--- src/rtl/seq_pkg.sv ---
// ============================================================================
// Module   : seq_pkg
// Purpose  : Shared state encoding and defaults for the sequence window ctrl.
// Revision : 1.0 - initial release
// ============================================================================
`default_nettype none

package seq_pkg;

   typedef enum logic [1:0] {
      IDLE = 2'd0,
      ARM  = 2'd1,
      SCAN = 2'd2,
      DONE = 2'd3
   } seq_state_t;

   localparam int         TMR_LIMIT_DEF = 8;
   localparam logic [3:0] PAT_DEF       = 4'b1101;

   function automatic logic [3:0] sat_inc4(input logic [3:0] v);
      return (v == 4'hF) ? v : v + 4'd1;
   endfunction

endpackage

`default_nettype wire

--- src/rtl/seq_shift_match.sv ---
// ============================================================================
// Module   : seq_shift_match
// Purpose  : Serial shift register, saturating bit counter and pattern compare.
//            SEQ_OVERLAP_EN selects overlapping detection (default: non-overlap).
// Revision : 1.0 - initial release
// ============================================================================
`default_nettype none

module seq_shift_match
   import seq_pkg::*;
#(
   parameter int               PAT_W   = 4,
   parameter logic [PAT_W-1:0] PATTERN = PAT_W'(PAT_DEF)
) (
   input  logic clk,
   input  logic rst,
   input  logic clr,
   input  logic shift_en,
   input  logic din,
   output logic match
);

   localparam int               CNT_W   = $clog2(PAT_W + 1);
   localparam logic [CNT_W-1:0] c_pat_w = CNT_W'(PAT_W);
   localparam logic [CNT_W-1:0] c_one   = CNT_W'(1);

   logic [PAT_W-1:0] r_shift;
   logic [PAT_W-1:0] w_shift_next;
   logic [CNT_W-1:0] r_cnt;
   logic [CNT_W-1:0] w_cnt_inc;

   // The compare looks at the value the register is about to hold, so the
   // incoming bit takes part in the match on the same edge it is shifted in.
   always_comb begin
      w_shift_next = {r_shift[PAT_W-2:0], din};
      w_cnt_inc    = (r_cnt >= c_pat_w) ? c_pat_w : r_cnt + c_one;
      match        = shift_en && (w_shift_next == PATTERN) && (w_cnt_inc >= c_pat_w);
   end

   always_ff @(posedge clk) begin
      if (rst || clr) begin
         r_shift <= '0;
         r_cnt   <= '0;
      end else if (shift_en) begin
         r_shift <= w_shift_next;
`ifdef SEQ_OVERLAP_EN
         r_cnt   <= w_cnt_inc;
`else
         r_cnt   <= match ? '0 : w_cnt_inc;
`endif
      end
   end

endmodule

`default_nettype wire

--- src/rtl/seq_window_ctrl.sv ---
// ============================================================================
// Module   : seq_window_ctrl
// Purpose  : Launches the window timer, counts pattern hits while it runs and
//            reports a pass/fail verdict at expiry. Honours SEQ_OVERLAP_EN.
// Revision : 1.0 - initial release
// ============================================================================
`default_nettype none

module seq_window_ctrl
   import seq_pkg::*;
#(
   parameter int               PAT_W     = 4,
   parameter logic [PAT_W-1:0] PATTERN   = PAT_W'(PAT_DEF),
   parameter int               TMR_LIMIT = TMR_LIMIT_DEF,
   parameter int               HIT_MIN   = 1
) (
   input  logic       clk,
   input  logic       rst,
   input  logic       start,
   input  logic       din,
   input  logic       din_vld,
   input  logic [3:0] tmr_num,
   output logic       tmr_start,
   output logic       busy,
   output logic       hit,
   output logic [3:0] win_hits,
   output logic       done,
   output logic       pass
);

   localparam logic [3:0] c_tmr_limit = 4'(TMR_LIMIT);
   localparam logic [3:0] c_hit_min   = 4'(HIT_MIN);

   seq_state_t r_state;
   seq_state_t w_state_next;
   logic       w_launch;
   logic       w_expire;
   logic       w_shift_en;
   logic       w_match;
   logic [3:0] w_hits_next;

   always_ff @(posedge clk) begin
      if (rst) r_state <= IDLE;
      else     r_state <= w_state_next;
   end

   always_comb begin
      w_state_next = r_state;
      w_launch     = 1'b0;
      w_expire     = 1'b0;
      case (r_state)
         IDLE, DONE: begin
            if (start) begin
               w_launch     = 1'b1;
               w_state_next = ARM;
            end
         end
         ARM:  w_state_next = SCAN;
         SCAN: begin
            if (tmr_num >= c_tmr_limit) begin
               w_expire     = 1'b1;
               w_state_next = DONE;
            end
         end
         default: w_state_next = IDLE;
      endcase
   end

   assign w_shift_en = (r_state == SCAN) && din_vld;
   assign busy       = (r_state == ARM) || (r_state == SCAN);

   seq_shift_match #(
      .PAT_W   (PAT_W),
      .PATTERN (PATTERN)
   ) u_shift_match (
      .clk      (clk),
      .rst      (rst),
      .clr      (w_launch),
      .shift_en (w_shift_en),
      .din      (din),
      .match    (w_match)
   );

   // The verdict uses the post-increment count so a match in the expiry cycle counts.
   assign w_hits_next = w_match ? sat_inc4(win_hits) : win_hits;

   always_ff @(posedge clk) begin
      if (rst) begin
         tmr_start <= 1'b0;
         hit       <= 1'b0;
         done      <= 1'b0;
         pass      <= 1'b0;
         win_hits  <= 4'd0;
      end else begin
         tmr_start <= w_launch;
         hit       <= w_match;
         done      <= w_expire;
         win_hits  <= w_launch ? 4'd0 : w_hits_next;
         if (w_expire) pass <= (w_hits_next >= c_hit_min);
      end
   end

endmodule

`default_nettype wire
--- config.mk ---
export PLATFORM = sky130hd
export DESIGN_NAME = seq_window_ctrl
export DESIGN_NICKNAME = d
export VERILOG_FILES = /design/src/rtl/seq_pkg.sv /design/src/rtl/seq_shift_match.sv /design/src/rtl/seq_window_ctrl.sv
export SDC_FILE = /design/constraint.sdc
export NUM_CORES = 1
export LEC_CHECK = 0
export CAP_MARGIN = 10
export CORE_MARGIN = 5
export CORE_UTILIZATION = 30
export DETAILED_ROUTE_END_ITERATION = 7
export GPL_TIMING_DRIVEN = 0
export PLACE_DENSITY_LB_ADDON = 0.08
export SKIP_CTS_REPAIR_TIMING = 1
export SYNTH_ARGS = -nofsm -noshare
export SYNTH_HDL_FRONTEND = slang
export SYNTH_SLANG_ARGS = --single-unit
export TNS_END_PERCENT = 50
--- constraint.sdc ---
create_clock -name clk -period 1.93 [get_ports clk]
set_input_delay 0.2895 -clock clk [delete_from_list [all_inputs] [get_ports clk]]
set_output_delay 0.2895 -clock clk [all_outputs]
set_load 0.1 [all_outputs]
## Word-level counts from Yosys, hierarchy flattened

Cells that the tools add are included.

| storage, ports and cells | value |
|---|---|
| register bits after elaboration | 16 |
| input port bits | 9 |
| logic and storage cells | 41 |

| operators by class | value |
|---|---|
| add/subtract/negate cells | 2 |
| magnitude comparators | 4 |
| equality and inequality tests | 7 |
| multiplexer cells | 11 |
| reductions and logical operators | 9 |

Operator list:

| operator | number |
|---|---|
| equality test 4 bit, second input constant | 2 |
| 2-to-1 mux 4 bit | 2 |
| greater-or-equal comparator 3 bit, second input constant | 2 |
| 2-to-1 mux 3 bit | 2 |
| case mux 2 bit (3 select lines) | 1 |
| adder 4 x 1 -> 4 bit, second input constant | 1 |
| equality test 2 bit, second input constant | 2 |
| greater-or-equal comparator 4 x 1 -> 1 bit, second input constant | 1 |
| greater-or-equal comparator 4 bit, second input constant | 1 |
| 2-to-1 mux 1 bit | 4 |
| 2-to-1 mux 2 bit | 2 |
| inequality test 2 bit, second input constant | 2 |
| OR reduction 2 bit | 2 |
| adder 3 x 1 -> 3 bit, second input constant | 1 |
| logical AND 1 bit | 3 |
| equality test 2 x 1 -> 1 bit, second input constant | 1 |
| logical NOT 2 bit | 1 |
| logical OR 1 bit | 2 |
| AND reduction 2 bit | 1 |

## Longest topological paths before layout

| depth | value |
|---|---|
| depth after elaboration | 6 |
| mapped depth | 7 |

## By module

From an unflattened synthesis, not the netlist that was laid out.

| second synthesis, totals | value |
|---|---|
| cell total of the unflattened synthesis | 83 |
| area, all modules | 777.0 um^2 |

By module, submodules not included:

| module | instances | cells an instance | area an instance (um^2) |
|---|---|---|---|
| seq_window_ctrl | 1 | 52 | 462.9 |
| seq_shift_match | 1 | 31 | 314.1 |

## Worst setup path before layout

OpenSTA, ideal clock, no wires.

| path | value |
|---|---|
| path type | register -> register |
| start point | register win_hits[0] |
| end point | register pass |
| library setup time | 122 ps |
| arrival time | 2,241 ps |
| slack | -433 ps |
| stages on the path, launching flop included | 6 |
| clock period less this slack | 2,363 ps |
| cell sequence | dfxtp_1 ha_1 and3_1 nor3_2 mux2_1 a311o_1 |

| on the way | value |
|---|---|
| longest elaborated chain between the ends | 4 |
| elaborated cells on any way between the ends | 5 |
| those cells by class | add/sub: 1; order compare: 1; eq/ne: 1; mux: 2 |

RTL lines:

| element | RTL line | text |
|---|---|---|
| start: declaration | seq_window_ctrl.sv:26 | `output logic [3:0] win_hits,` |
| start signal: assignment | seq_window_ctrl.sv:98 | `win_hits <= w_launch ? 4'd0 : w_hits_next;` |
| adder 4 x 1 -> 4 bit or equality test 4 bit (tied branches) | seq_pkg.sv:21 | `return (v == 4'hF) ? v : v + 4'd1;` |
| 2-to-1 mux 4 bit | seq_pkg.sv:21 |  |
| 2-to-1 mux 4 bit (*) | seq_window_ctrl.sv:85 | `assign w_hits_next = w_match ? sat_inc4(win_hits) : win_hits;` |
| greater-or-equal comparator 4 x 1 -> 1 bit (*) | seq_window_ctrl.sv:99 | `if (w_expire) pass <= (w_hits_next >= c_hit_min);` |
| end signal: assignment | seq_window_ctrl.sv:99 |  |
| end: declaration | seq_window_ctrl.sv:28 | `output logic pass` |

Mark *: on every way between the ends. The rest lies on a longest branch, timed or not.
A chain may end at the register's enable or synchronous reset.

## Worst setup path after layout

Ends and elaborated chain as after synthesis.

==> out/qor.csv <==
metric,value,unit
status,"complete, no violations",
PwrDens,1050,nW/µm²
initial antenna violation count,0,
top-count cell post-synth,dfxtp_1,
"Arr. time, crit path",2.03,ns
Peak VDD IR,835,µV
top cell type's share of synthesized area,0.403,
Final WS setup,0.0827,ns
Final Max Tran Viols,0,
Die X,61.5,µm
Net Sw Power,0.483,mW
Seq cells post-synth,16,
CP max stage delay,0.38,ns
MaxCap Viol Count,0,
antenna cells,0,
Setup WS pre-CTS,-0.290,ns
worst-margin pin slew,0.973,ns
die area,3780,µm²
synth warn,0,
"critical path, cell by cell",ha_2 > and3_1 > nor3_4 > mux2_1 > a311o_1,
Fin. Hold Viols,0,
"Min Clock Period, post-route",1.85,ns
"antenna viol nets, final",0,
setup_tns,0,ns
Tightest Hold Check Type,input port to flip-flop,
top post-synthesis cells by area,"dfxtp_1 (40%), ha_1 (7.9%), a21oi_1 (6.3%), nor3_1 (4.4%), nand2_1 (3.8%)",
Final #Nets,123,
routed wire length per instance,12.3,µm
drc violations,0,
post-layout util,0.414,
H-tree depth,1,
via count,679,
crit path max-delay cell type,dfxtp_4,
Clock transition at path regs,0.09,ns
# setup viols final,0,
Initial Util,0.318,
CP Launch Type,flip-flop,
clk_lat worst skew,0.28,ns
sw frac,0.446,
cell taking the most area after synthesis,dfxtp_1,
largest net degree at the start of global routing,11,
Reg power frac,0.354,
routed wire length,1.70,mm
Setup Skew,0.000570,ns
Core ar.,2500,µm²
Cells after Synth,91,
Syn Nets,105,
Fmax,0.541,GHz
Post-synth EDFFs,0,
estimated wirelength of the detail-placed design,1.19,mm
Synth cell types,32,
Netlist Area Pre-Place,795,µm²
Synth top cells by count,"dfxtp_1 (16), a21oi_1 (10), nand2_1 (8), nor2_1 (7), nor3_1 (7)",
worst-path maximum fanout,7,
1st-iter DRT viols,14,
vias per inst,4.92,
CTS max path bufs,2,
first-pass GRT wire length,2.71,mm
routability cong.,0.677,
Pleak,0.525,nW
post-synthesis average cell area,8.73,µm²
Root Driver,clkbuf_4,
First-pass DRT Iterations,4,
Row Count,18,
TritonCTS clock tree,done,
combinational power share,0.442,
CTS Sinks,16,
part of the power in the clock network,0.205,
global-route usage over all layers,0.0985,
total CTS buffers,3,
Area growth syn-to-layout,30.2,%
asr flop ratio synth,0,
worst path required time,2.11,ns
layout cells sized above 1,0.148,
port bufs,13,
die height,61.5,µm
vias in the first global route,590,
Synth Flop Type,dfxtp_1,
fill count,260,
# IOs,18,
Final period util,0.957,
sequential share of the synthesized area,0.403,
Relative slew margins,0.350,
Pint,0.600,mW
global route overflow,0,
WS Path Type,flip-flop to flip-flop,
Critical Path End Type,flip-flop,
RSZ-0062 raised after global routing,no,
-- metal layers --
metal	share of wire	GRT usage
met1	0.49	0.128
met4	0.011	0.0273
met5	0	0
met3	0.071	0.0419
met2	0.43	0.150
-- cell families after synthesis --
family	after synthesis	share of synthesized area
AND/OR/NAND/NOR	40	0.280
XOR/XNOR	1	0.0110
buffers and inverters	9	0.0441
AO/OA/AOI/OAI	18	0.156
multiplexers	2	0.0268
adder cells (fa/ha/maj)	5	0.0787
flip-flops	16	0.403
-- placed cells by master (no fill, tap or decap), drive strengths merged, types with 2 or more instances in the layout --
master         count
ha                 5
clkdlybuf4s50      4
a21oi             10
nand2              8
nor2b              3
nor2               8
clkbuf             6
buf                2
inv                6
nand3              4
a211oi             2
dfxtp             16
nor3               8
dlymetal6s2s       8
-- power groups by stage --
stage                     Sequential (mW)  Clock [mW]  Combinational [mW]
after floorplan                     0.479           0               0.295
after global placement              0.391           0               0.489
after detailed placement            0.392           0               0.493
after CTS                           0.384       0.233               0.494
after global routing                0.391       0.246               0.508
final                               0.383       0.222               0.479
-- flip-flops by register name, summed over array words and instances, names as in the netlist --
name	flops
u_shift_match.r_shift	3
r_state	2
hit	1
pass	1
tmr_start	1
u_shift_match.r_cnt	3
done	1
win_hits	4
-- area by class of cell --
type | instances | area, µm² | share of cell area
Multi-Input combinational cell | 66 | 448 | 0.433
Sequential cell | 16 | 330 | 0.319
Timing Repair Buffer | 13 | 145 | 0.140
Tap cell | 30 | 37.5 | 0.0363
Clock buffer | 4 | 36.3 | 0.0351
Inverter | 6 | 22.5 | 0.0218
Buffer | 3 | 15.0 | 0.0145
-- path summary, 6_finish.rpt --
| check | from | endpoint | slack (ns) | depth (start not counted) |
|---|---|---|---|---|
| worst max-delay path | win_hits[0] | pass | 0.08 | 5 |
| worst min-delay path | rst | done | 0.38 | 2 |
| worst max register to register | win_hits[0] | pass | 0.08 | 5 |
| worst min register to register | u_shift_match.r_shift[0] | u_shift_match.r_shift[0] | 0.47 | 2 |
-- through the flow --
step           total power, mW  cells  instance area, µm²  hold slack, ns
6_report                  1.08    138                1030           0.380
5_1_grt                   1.14    138                1030           0.405
4_1_cts                   1.11    138                1010           0.373
3_5_place_dp             0.885    134                 972           0.462
3_3_place_gp             0.879    134                 972           0.462
2_1_floorplan            0.774     91                 805           0.437
-- worst max-delay path: cells and delay by family, from the launching register on --
| kind | cells | cell delay, ns |
|---|---|---|
| AO/OA/AOI/OAI | 1 | 0.31 |
| AND/OR/NAND/NOR | 2 | 0.48 |
| adder cells (fa/ha/maj) | 1 | 0.22 |
| flip-flops | 1 | 0.38 |
| multiplexers | 1 | 0.36 |
Power figures use the tool's default switching activity.
